--- config.mk ---
export PLATFORM = sky130hd
export DESIGN_NAME = forward_sel_gen
export DESIGN_NICKNAME = d
export VERILOG_FILES = /design/src/rtl/fwd_pkg.sv /design/src/rtl/fwd_stage_reg.sv /design/src/rtl/forward_sel_gen.sv
export SDC_FILE = /design/constraint.sdc
export NUM_CORES = 1
export LEC_CHECK = 0
export ABC_AREA = 1
export CORE_UTILIZATION = 53
export CTS_CLUSTER_SIZE = 20
export DETAILED_ROUTE_END_ITERATION = 10
export PLACE_DENSITY = 0.83
export SETUP_SLACK_MARGIN = 0.2
export SLEW_MARGIN = 20
export SYNTH_ARGS = -nofsm -noshare
export SYNTH_HDL_FRONTEND = slang
export SYNTH_HIERARCHICAL = 1
export SYNTH_SLANG_ARGS = --single-unit
--- constraint.sdc ---
create_clock -name clk -period 4.3 [get_ports clk]
set_clock_uncertainty 0.1 [all_clocks]
set_input_delay 0.86 -clock clk [delete_from_list [all_inputs] [get_ports clk]]
set_output_delay 0.86 -clock clk [all_outputs]
set_load 0.01 [all_outputs]
--- src/rtl/fwd_pkg.sv ---
// Shared types for the operand forwarding select generator: select codes,
// per-stage tracking record, stall FSM states and the producer test.
package fwd_pkg;

  localparam int unsigned FWD_RD_W = 8;

  typedef enum logic [2:0] {
    SEL_RF  = 3'd0,
    SEL_MEM = 3'd1,
    SEL_WB  = 3'd2,
    SEL_PWB = 3'd3,
    SEL_IMM = 3'd4
  } fwd_sel_e;

  typedef struct packed {
    logic                valid;
    logic [FWD_RD_W-1:0] rd;
    logic                regwrite;
    logic                memread;
  } fwd_stage_t;

  typedef enum logic {
    ST_RUN   = 1'b0,
    ST_STALL = 1'b1
  } fwd_state_e;

  // x0 is hardwired to zero, so it never has a producer.
  function automatic logic fwd_is_producer(input fwd_stage_t s,
                                           input logic [FWD_RD_W-1:0] rs);
    return s.valid && s.regwrite && (s.rd == rs) && (rs != '0);
  endfunction

endpackage

--- src/rtl/fwd_stage_reg.sv ---
// One pipeline tracking stage: {valid, rd, regwrite, memread}, async reset.
module fwd_stage_reg
  import fwd_pkg::*;
(
  input  logic       clk,
  input  logic       reset,
  input  fwd_stage_t i_d,
  output fwd_stage_t o_q
);

  fwd_stage_t r_q;

  always_ff @(posedge clk or posedge reset) begin
    if (reset) r_q <= '0;
    else       r_q <= i_d;
  end

  assign o_q = r_q;

endmodule

--- src/rtl/forward_sel_gen.sv ---
// Operand forwarding select generator with load-use stall FSM.
// Define FWD_POSTWB_EN to add the post-WB stage and select 3.
module forward_sel_gen
  import fwd_pkg::*;
#(
  parameter int unsigned REG_AW = 5,
  parameter int unsigned SEL_W  = 3
) (
  input  logic              clk,
  input  logic              reset,
  input  logic              id_valid,
  input  logic [REG_AW-1:0] id_rs1,
  input  logic [REG_AW-1:0] id_rs2,
  input  logic [REG_AW-1:0] id_rd,
  input  logic              id_regwrite,
  input  logic              id_memread,
  input  logic              id_use_imm,
  input  logic              flush,
  output logic [SEL_W-1:0]  ex_sel_a,
  output logic [SEL_W-1:0]  ex_sel_b,
  output logic              stall
);

  fwd_stage_t          w_id_stage;
  fwd_stage_t          w_ex;
  fwd_stage_t          w_mem;
  fwd_stage_t          w_wb;
  fwd_state_e          r_state;
  fwd_state_e          w_state_next;
  fwd_sel_e            w_sel_a;
  fwd_sel_e            w_sel_b;
  logic                w_advance;
  logic                w_load_hazard;
  logic [FWD_RD_W-1:0] w_rs1;
  logic [FWD_RD_W-1:0] w_rs2;
  logic                w_unused;

  assign w_rs1 = FWD_RD_W'(id_rs1);
  assign w_rs2 = FWD_RD_W'(id_rs2);

  fwd_stage_reg u_ex  (.clk(clk), .reset(reset), .i_d(w_id_stage), .o_q(w_ex));
  fwd_stage_reg u_mem (.clk(clk), .reset(reset), .i_d(w_ex),       .o_q(w_mem));
  fwd_stage_reg u_wb  (.clk(clk), .reset(reset), .i_d(w_mem),      .o_q(w_wb));

`ifdef FWD_POSTWB_EN
  fwd_stage_t w_pwb;
  fwd_stage_reg u_pwb (.clk(clk), .reset(reset), .i_d(w_wb), .o_q(w_pwb));
  assign w_unused = ^{w_mem.memread, w_wb.memread, w_pwb};
`else
  assign w_unused = ^{w_mem.memread, w_wb};
`endif

  // A load in EX cannot forward in time; only sources the ID instruction uses count.
  assign w_load_hazard = id_valid && w_ex.memread &&
                         (fwd_is_producer(w_ex, w_rs1) ||
                          (!id_use_imm && fwd_is_producer(w_ex, w_rs2)));

  always_comb begin
    w_state_next = r_state;
    stall        = 1'b0;
    unique case (r_state)
      ST_RUN: begin
        if (flush) begin
          w_state_next = ST_RUN;
        end else if (w_load_hazard) begin
          stall        = 1'b1;
          w_state_next = ST_STALL;
        end
      end
      ST_STALL: w_state_next = ST_RUN;
      default:  w_state_next = ST_RUN;
    endcase
  end

  assign w_advance = id_valid && !stall && !flush;

  always_comb begin
    w_id_stage = '0;
    if (w_advance) begin
      w_id_stage.valid    = 1'b1;
      w_id_stage.rd       = FWD_RD_W'(id_rd);
      w_id_stage.regwrite = id_regwrite;
      w_id_stage.memread  = id_memread;
    end
  end

  // Later assignments win, so the youngest producer takes priority.
  always_comb begin
    w_sel_a = SEL_RF;
    w_sel_b = SEL_RF;
`ifdef FWD_POSTWB_EN
    if (fwd_is_producer(w_wb, w_rs1)) w_sel_a = SEL_PWB;
    if (fwd_is_producer(w_wb, w_rs2)) w_sel_b = SEL_PWB;
`endif
    if (fwd_is_producer(w_mem, w_rs1)) w_sel_a = SEL_WB;
    if (fwd_is_producer(w_mem, w_rs2)) w_sel_b = SEL_WB;
    if (fwd_is_producer(w_ex, w_rs1))  w_sel_a = SEL_MEM;
    if (fwd_is_producer(w_ex, w_rs2))  w_sel_b = SEL_MEM;
    if (id_use_imm)                    w_sel_b = SEL_IMM;
  end

  always_ff @(posedge clk or posedge reset) begin
    if (reset) begin
      r_state  <= ST_RUN;
      ex_sel_a <= '0;
      ex_sel_b <= '0;
    end else begin
      r_state <= w_state_next;
      if (w_advance) begin
        ex_sel_a <= SEL_W'(w_sel_a);
        ex_sel_b <= SEL_W'(w_sel_b);
      end else begin
        ex_sel_a <= '0;
        ex_sel_b <= '0;
      end
    end
  end

endmodule
==> key figures <==
Floorplan
  • Core area: between 2000 and 2500 um^2
  • Die span in x: roughly 51 um
  • Die area: about 2600 um^2
  • Num ports: 29
  • Std cell rows: 17
  • Initial Util: 0.5669
  • Die height: 50.88 um

Job
  • Max_cap viols: 0

Drt
  • Pre-antenna DRT Iters: 4
  • Avg WL per Cell: around 11 um
  • DR vias/cell: approximately 4.6
  • Met3 routed WL: ~54 um
  • Drt initial violations: 6
  • Final ANT Viol Nets: 0
  • Top layer in use: met4
  • Final wirelength: between 2000 and 2500 um
  • Routed wl met2: roughly 1200 um
  • Total number of vias: about 940
  • WL met1: about 930 um
  • # DRC: 0

Cells and area
  • Fillers: 171
  • Layout cell share with drive strength beyond 1: 0.1364
  • Layout Nets: just under 200
  • Seq. cell area: about 680 um^2
  • Multi-input combinational cell area: between 400 and 500 um^2
  • Antenna diode count: 0
  • Layout overhead on the synthesized area: 25.59%

Critical path
  • Setup crit end kind: primary output
  • Worst path arrival time: 2.70 ns
  • Worst endpoint required time: 3.34 ns
  • Critical path type: in2out
  • Worst reg-to-reg path cell count: 10
  • Critical Path Start Type: input pin
  • CP Max Fanout: 3

Global routing
  • Total GRT Usage: 0.2093
  • Vias in the first global route: about 1000
  • Largest net degree at the start of global routing: 15
  • Total gr overflow: 0
  • Antenna violations before repair: 0
  • First-pass GRT wire length: 3960 um

Clock network
  • Max Root-Sink Buffers: 2
  • Post-CTS Hold Buffers: 0
  • Worst-skew pair later-pin latency: between 0.3 and 0.4 ns
  • Post-CTS Setup Bufs: 0
  • CTS root buffer: clkbuf_4
  • TritonCTS clock tree: built
  • Cts bufs inserted: 3
  • Clock sink count: 27
  • Cts repair resizes: 0
  • H-Tree Depth: 1
  • Worst-path clk slew: 0.13 ns

Outcome
  • Run status: complete, no violations

STA
  • Fin crit share: 0.8512
  • Highest Clock Rate: approximately 270 MHz
  • Setup TNS: 0 ns
  • Final Hold Slack: about 0.28 ns
  • RSZ-0062 raised after global routing: false
  • Final Setup Violations: 0
  • Final Max Slew Viols: 0
  • Fin crit period: around 3.7 ns
  • Final hold viol count: 0

Power and ir drop
  • Worst vdd ir: around 240 uV
  • Leakage: around 0.00078 uW
  • Power per Cell Area: between 200 and 300 nW/um^2

Yosys
  • Synthesis Warnings: 6
  • Cells after Synth: approximately 140
  • Syn_area_per_cell: between 8 and 9 um^2
  • Mapped Area: 1266 um^2

Placement
  • PortBufs: 27
  • GP Congestion: slightly below 0.9
  • Detailed Place HPWL: approximately 1900 um

Hold path
  • Hold WC Path Type: reg2reg
  • Hold path cells: 0
registers in the layout, indices dropped and copies added, names as in the netlist:
name,flops
ex_sel_a,2
u_ex/o_q,11
u_mem/o_q,10
ex_sel_b,3
r_state,1
routing by layer:
| metal | global-route usage | vias up |
|---|---|---|
| met5 | 0 | - |
| met4 | 0.09259 | 0 |
| met3 | 0.02679 | 4 |
| met2 | 0.3844 | 21 |
| met1 | 0.2425 | 431 |
| li1 | - | 486 |
layout by cell type, fill, tap and decap left out, types with 2 or more instances in the layout:
master            n
clkbuf_4          3
clkdlybuf4s50_1  27
conb_1            4
dfrtp_1          27
inv_1            25
inv_2             5
nand2_1          26
nand2_2           2
nand3_1           7
nand3b_1          2
nor2_1           12
nor2_2           11
nor3_1            4
nor3_2            2
or2_1             3
xnor2_1           4
xor2_1            6
worst max-delay path: stages:
cell and delay, ns:
clkdlybuf4s50_1 0.52, inv_1 0.07, nand2_1 0.06, nand2_1 0.06, nor2_1 0.11, nand2_1 0.07, nor2_2 0.11, nand3_1 0.09
nand2_1 0.08, nand2_2 0.06, inv_1 0.07, clkdlybuf4s50_1 0.53
cell type report:
| type | instances | share of cell area |
|---|---|---|
| Sequential cell | 27 | 0.4249 |
| Multi-Input combinational cell | 88 | 0.2958 |
| Timing Repair Buffer | 27 | 0.1699 |
| Inverter | 30 | 0.07081 |
| Tap cell | 28 | 0.02203 |
| Clock buffer | 4 | 0.01652 |
metrics by stage:
step                      utilization  power [uW]  instance area, um^2  instances  setup slack [ns]
after global routing           0.7120       459.0                 1590        204            0.4942
after CTS                      0.7120       434.9                 1590        204            0.6444
final                          0.7120       429.3                 1590        204            0.6399
after floorplan                     -       304.3                 1277        147             1.825
after detailed placement       0.7003       333.4                 1564        200            0.6462
after global placement         0.7003       330.9                 1564        200            0.6988
report_power, final:
part / leakage, uW / internal (uW) / switching (uW) / total [uW]
logic: 0.000412 / 29.9 / 29.6 / 59.5
registers: 0.000354 / 263 / 5.86 / 268
clock network: 0.0000150 / 36.2 / 65.1 / 101
worst paths after layout:
path                        startpoint            to  slack (ns)
setup / recovery             id_rs2[3]         stall        0.64
hold / removal             u_ex/o_q[1]  u_mem/o_q[1]        0.28
setup reg to reg           u_ex/o_q[9]   ex_sel_a[1]        2.57
hold reg to reg            u_ex/o_q[1]  u_mem/o_q[1]        0.28
max in group asynchronous        reset   u_ex/o_q[3]        3.04
min in group asynchronous        reset       r_state        0.69
Note: power is estimated with default switching activity, not from simulation.
